File: config.mk
export PLATFORM = sky130hd
export DESIGN_NAME = boot_loader
export DESIGN_NICKNAME = d
export VERILOG_FILES = /design/src/rtl/boot_loader.sv
export SDC_FILE = /design/constraint.sdc
export NUM_CORES = 1
export LEC_CHECK = 0
export ABC_AREA = 1
export BUFFER_PORTS_ARGS = -buffer_cell sky130_fd_sc_hd__buf_2
export CELL_PAD_IN_SITES_DETAIL_PLACEMENT = 1
export CELL_PAD_IN_SITES_GLOBAL_PLACEMENT = 2
export CORE_MARGIN = 5
export CORE_UTILIZATION = 34
export CTS_CLUSTER_SIZE = 16
export DETAILED_ROUTE_END_ITERATION = 6
export PLACE_DENSITY = 0.83
export SYNTH_ARGS = -nofsm -noshare
export SYNTH_HDL_FRONTEND = slang
export SYNTH_SLANG_ARGS = --single-unit
export TNS_END_PERCENT = 20
File: constraint.sdc
create_clock -name clk -period 2.7 [get_ports clk]
set_input_delay 0.27 -clock clk [delete_from_list [all_inputs] [get_ports clk]]
set_output_delay 0.27 -clock clk [all_outputs]
set_load 0.005 [all_outputs]
File: src/rtl/boot_loader.sv
// Boot loader: receives a length-prefixed, XOR-checksummed byte stream,
// writes 9-bit words into instruction memory, then releases the core from
// reset and counts its run cycles until it halts or times out.
//
// Byte handshake: a byte transfers on a rising clk edge where rx_valid and
// rx_ready are both 1. rx_ready depends only on the current state and on
// reset, never on rx_valid. rx_valid=0 cycles leave all state untouched.
module boot_loader #(
    parameter int unsigned IW         = 8,
    parameter logic [15:0] MAX_CYCLES = 16'hFFFF
) (
    input  logic          clk,
    input  logic          reset,
    input  logic          rx_valid,
    input  logic [7:0]    rx_data,
    output logic          rx_ready,
    output logic          imem_we,
    output logic [IW-1:0] imem_addr,
    output logic [8:0]    imem_wdata,
    output logic          cpu_reset,
    input  logic          cpu_done,
    output logic [15:0]   cycle_count,
    output logic          run_done,
    output logic          err,
    output logic [2:0]    dbg_state
);

    typedef enum logic [2:0] {
        ST_LEN   = 3'd0,
        ST_LO    = 3'd1,
        ST_HI    = 3'd2,
        ST_CSUM  = 3'd3,
        ST_RUN   = 3'd4,
        ST_DONE  = 3'd5,
        ST_ERROR = 3'd6
    } state_e;

    state_e        state_q, state_d;
    logic [7:0]    n_q, n_d;          // instruction count from the LEN byte
    logic [IW-1:0] idx_q, idx_d;      // index of the word being loaded
    logic [7:0]    csum_q, csum_d;    // running XOR of N and every data byte
    logic [7:0]    lo_q, lo_d;        // low byte of the word in flight
    logic          we_q, we_d;
    logic [IW-1:0] addr_q, addr_d;
    logic [8:0]    wdata_q, wdata_d;
    logic [15:0]   cnt_q, cnt_d;

    logic loading;
    logic accept;
    logic last_word;

    assign loading   = (state_q == ST_LEN) || (state_q == ST_LO) ||
                       (state_q == ST_HI)  || (state_q == ST_CSUM);
    // No byte may be taken while reset is held low.
    assign rx_ready  = reset && loading;
    assign accept    = rx_valid && rx_ready;
    // Compared in 32 bits so the index never has to hold the value N itself.
    assign last_word = ({24'd0, n_q} == (32'(idx_q) + 32'd1));

    assign imem_we     = we_q;
    assign imem_addr   = addr_q;
    assign imem_wdata  = wdata_q;
    assign cpu_reset   = !((state_q == ST_RUN) || (state_q == ST_DONE));
    assign cycle_count = cnt_q;
    assign run_done    = (state_q == ST_DONE);
    assign err         = (state_q == ST_ERROR);
    assign dbg_state   = state_q;

    // Next-state and datapath updates for load, run and terminal states.
    always_comb begin
        state_d = state_q;
        n_d     = n_q;
        idx_d   = idx_q;
        csum_d  = csum_q;
        lo_d    = lo_q;
        we_d    = 1'b0;
        addr_d  = addr_q;
        wdata_d = wdata_q;
        cnt_d   = cnt_q;
        case (state_q)
            ST_LEN: begin
                if (accept) begin
                    if (rx_data == 8'd0) begin
                        state_d = ST_ERROR;
                    end else begin
                        n_d     = rx_data;
                        csum_d  = rx_data;
                        idx_d   = '0;
                        state_d = ST_LO;
                    end
                end
            end
            ST_LO: begin
                if (accept) begin
                    lo_d    = rx_data;
                    csum_d  = csum_q ^ rx_data;
                    state_d = ST_HI;
                end
            end
            ST_HI: begin
                if (accept) begin
                    if (rx_data[7:1] != 7'd0) begin
                        state_d = ST_ERROR;
                    end else begin
                        csum_d  = csum_q ^ rx_data;
                        we_d    = 1'b1;
                        addr_d  = idx_q;
                        wdata_d = {rx_data[0], lo_q};
                        idx_d   = idx_q + IW'(1);
                        state_d = last_word ? ST_CSUM : ST_LO;
                    end
                end
            end
            ST_CSUM: begin
                if (accept) begin
                    state_d = (rx_data == csum_q) ? ST_RUN : ST_ERROR;
                end
            end
            ST_RUN: begin
                if (cpu_done) begin
                    state_d = ST_DONE;
                end else if (cnt_q == MAX_CYCLES) begin
                    state_d = ST_ERROR;
                end else begin
                    cnt_d = cnt_q + 16'd1;
                end
            end
            ST_DONE: begin
            end
            ST_ERROR: begin
            end
            default: begin
                state_d = ST_ERROR;
            end
        endcase
    end

    // State register with synchronous active-low reset.
    always_ff @(posedge clk) begin
        if (!reset) begin
            state_q <= ST_LEN;
            n_q     <= 8'd0;
            idx_q   <= '0;
            csum_q  <= 8'd0;
            lo_q    <= 8'd0;
            we_q    <= 1'b0;
            addr_q  <= '0;
            wdata_q <= 9'd0;
            cnt_q   <= 16'd0;
        end else begin
            state_q <= state_d;
            n_q     <= n_d;
            idx_q   <= idx_d;
            csum_q  <= csum_d;
            lo_q    <= lo_d;
            we_q    <= we_d;
            addr_q  <= addr_d;
            wdata_q <= wdata_d;
            cnt_q   <= cnt_d;
        end
    end

endmodule

==> impl_metrics.yaml <==
worst_setup_path:
  timing.rr.start: "dbg_state[2]"
  r2r_cells: 6
  cp.required_ns: 2.99
  critPathLaunchType: "register"
  end_kind: "register"
  critPathMaxFanout: 25
  setup.worst_path.start: "dbg_state[2]"
  r2r_setup_slack_ns: 0.66
  critPathKind: "reg2reg"
  r2r_end: "imem_addr[6]"
  cp_data_arrival_time_ns: 2.32
yosys:
  ys_ff_latch: 69
  synth.top_cell.area_share_pct: 38.2
  synth_cells: 538
  yosysWarningCount: 0
  synth_area_leaders: "dfxtp_1 38%, nand2_1 12%, nor2_1 7.9%, o21ai_0 7.2%, a21oi_1 6.2%"
  syn_area_mm2: 0.00361
  ys.flop_type: "dfxtp_1"
  synth_cell_types: 32
  yosysMostFrequentCell: "nand2_1"
  synth_area_per_cell_um2: 6.71
  ys_seq_area_share_pct: 38.2
  synth_enable_flop_cells: 0
  syn_nets: 552
  synthTopCellsByCount: "120 x nand2_1, 76 x nor2_1, 69 x dfxtp_1"
  synthArstFlopShare_pct: 0
  yosys.area.top_type: "dfxtp_1"
timing:
  period_needed_ns: 2.04
  fin_crit_sh_pct: 75.4
  worst_slew_pin_slew_ns: 0.619
  skew_ns: 0.0103
  fin_hold_ws_ns: 0.251
  hold_viol_final: 0
  timing.slew.headroom_pct: 58.7
  setup_viol: 0
  rsz0062_at_grt: "no"
  slew_violations: 0
  layout_setup_ws_ns: 0.663
  final.setup.tns_ns: 0
  fmax_mhz: 491
clock_tree:
  clockBufferDepth: 2
  cts_tree: "yes"
  root_buffer: "clkbuf_8"
  cts_buffers: 9
  post_cts_buffers: 0
  clkSinkCount: 69
  clk_latency_ns: 0.36
  cts_max_level: 3
  cts_hold_buf: 0
  cts.repair.resized: 0
  path_clk_slew_ns: 0.08
final_layout:
  seq_area_mm2: 0.00138
  final_area_mm2: 0.00409
  syn_to_final_growth_pct: 13.3
  nets: 597
  drive_gt1_share_pct: 16.7
  multi_input_area_mm2: 0.00186
  n_antenna_cell: 0
  fillers: 1391
pwr:
  p_leak_nw: 1.78
  netSwitchingFraction_pct: 31.7
  p_switching_mw: 0.697
  combPwrFrac_pct: 14.4
  power_frac_seq_pct: 49.8
  p_int_mw: 1.50
  finalPower_mw: 2.20
  vdd_drop_max_mv: 0.176
  pwr-share-clk_pct: 35.8
  powerDensity_mw_per_mm2: 537
global_routing:
  grt_usage_pct: 17.0
  grt_pass1_vias: 3611
  overflow: 0
  antenna_found_initial: 1
  grt_pass1_wl_um: 17700
  grt_max_degree: 53
run:
  max_cap_violations: 0
floorplanning:
  num_rows: 37
  die_w_um: 113
  io_pins: 53
  coreArea_mm2: 0.0103
  dieArea_mm2: 0.0128
  dieHeight_um: 113
  start_util_pct: 35.0
drt:
  drtPass1Iterations: 4
  antenna_left: 0
  drc: 0
  viasPerCell: 4.91
  first_iter_violations: 139
  wl_um: 10500
  vias: 3553
  wl_per_cell_um: 14.5
place:
  place.port_buffers: 52
  dp_hpwl_um: 8030
  placed_area_mm2: 0.00392
  gp_congestion: 0.855
  pre_cts_ws_ns: 0.608
min_path:
  hold_path.startpoint: "rx_data[4]"
  hold_path_depth: 3
  hold_class: "in2reg"
  whs_endpoint: "lo_q[4]"
run_status:
  status: "finished clean"
cell type report:
cell class / instances / share of cell area [%]
multi-input cells: 388 / 45.4
flip-flops and latches: 69 / 33.8
repair buffers: 54 / 6.73
inverters: 61 / 5.60
well taps: 136 / 4.16
clock buffers: 10 / 3.12
clock inverters: 6 / 1.19
per-layer routing:
| layer | global-route usage [%] | share of wire (%) |
|---|---|---|
| met3 | 3.80 | 3.5 |
| met5 | 0 | 0.10 |
| met4 | 4.81 | 1.2 |
| met1 | 21.2 | 46 |
| met2 | 29.6 | 49 |
power by group through the flow:
stage	registers, mW	logic [mW]	clock network (mW)
global route	1.10	0.362	0.867
floorplan	1.11	0.247	0
global placement	1.12	0.313	0
finish	1.09	0.317	0.787
CTS	1.09	0.323	0.821
detailed placement	1.12	0.321	0
worst max-delay path, cell delays in order (launching register included):
cell and delay, ns:
dfxtp_1 0.46, inv_1 0.17, and3_1 0.39, nand3_2 0.29
inv_2 0.37, o21ai_0 0.14, a21oi_1 0.14
layout by cell type, fill, tap and decap left out, types with 2 or more instances in the layout:
cell / n
a21oi_1: 45
buf_4: 2
buf_2: 52
nor2_2: 4
nor3_1: 9
o21ai_0: 52
o21ai_1: 7
nand2_1: 120
nor2_4: 3
clkinv_4: 4
dfxtp_1: 69
ha_1: 2
nor2_1: 76
nand2_2: 5
clkbuf_8: 9
nand3_2: 3
xor2_1: 5
nor3_4: 3
o21ai_2: 2
nand4_1: 3
xnor2_1: 2
inv_1: 53
nand3_1: 41
inv_2: 7
per-stage QoR:
stage               cells  utilization (%)
floorplan             538                -
global placement      708             37.9
detailed placement    708             37.9
CTS                   724             39.6
global route          724             39.6
finish                724             39.6
registers in the layout, indices dropped and copies added (netlist names):
signal / count
lo_q: 8
imem_wdata: 9
dbg_state: 3
idx_q: 8
imem_addr: 8
cycle_count: 16
imem_we: 1
n_q: 8
csum_q: 8
how the worst max path moves through the flow:
stage / slack (ns) / cells past startpoint / end
finish: 0.66 / 6 / imem_addr[6]
global route: 0.36 / 6 / imem_addr[6]
CTS: 0.59 / 6 / imem_addr[6]
detailed placement: 0.61 / 6 / imem_addr[6]
global placement: 0.68 / 5 / n_q[3]
floorplan: 1.23 / 10 / dbg_state[2]
logic make-up after synthesis:
kind of cell               after synthesis  synth area share, %
AOI/OAI and AO/OA                      108                 15.3
xor gates and xnor gates                 7                 1.70
adders and majority gates                2                0.693
buffers and inverters                   81                 10.3
DFF                                     69                 38.2
and+or+nand+nor                        271                 33.7
Power figures use the tool's default switching activity.
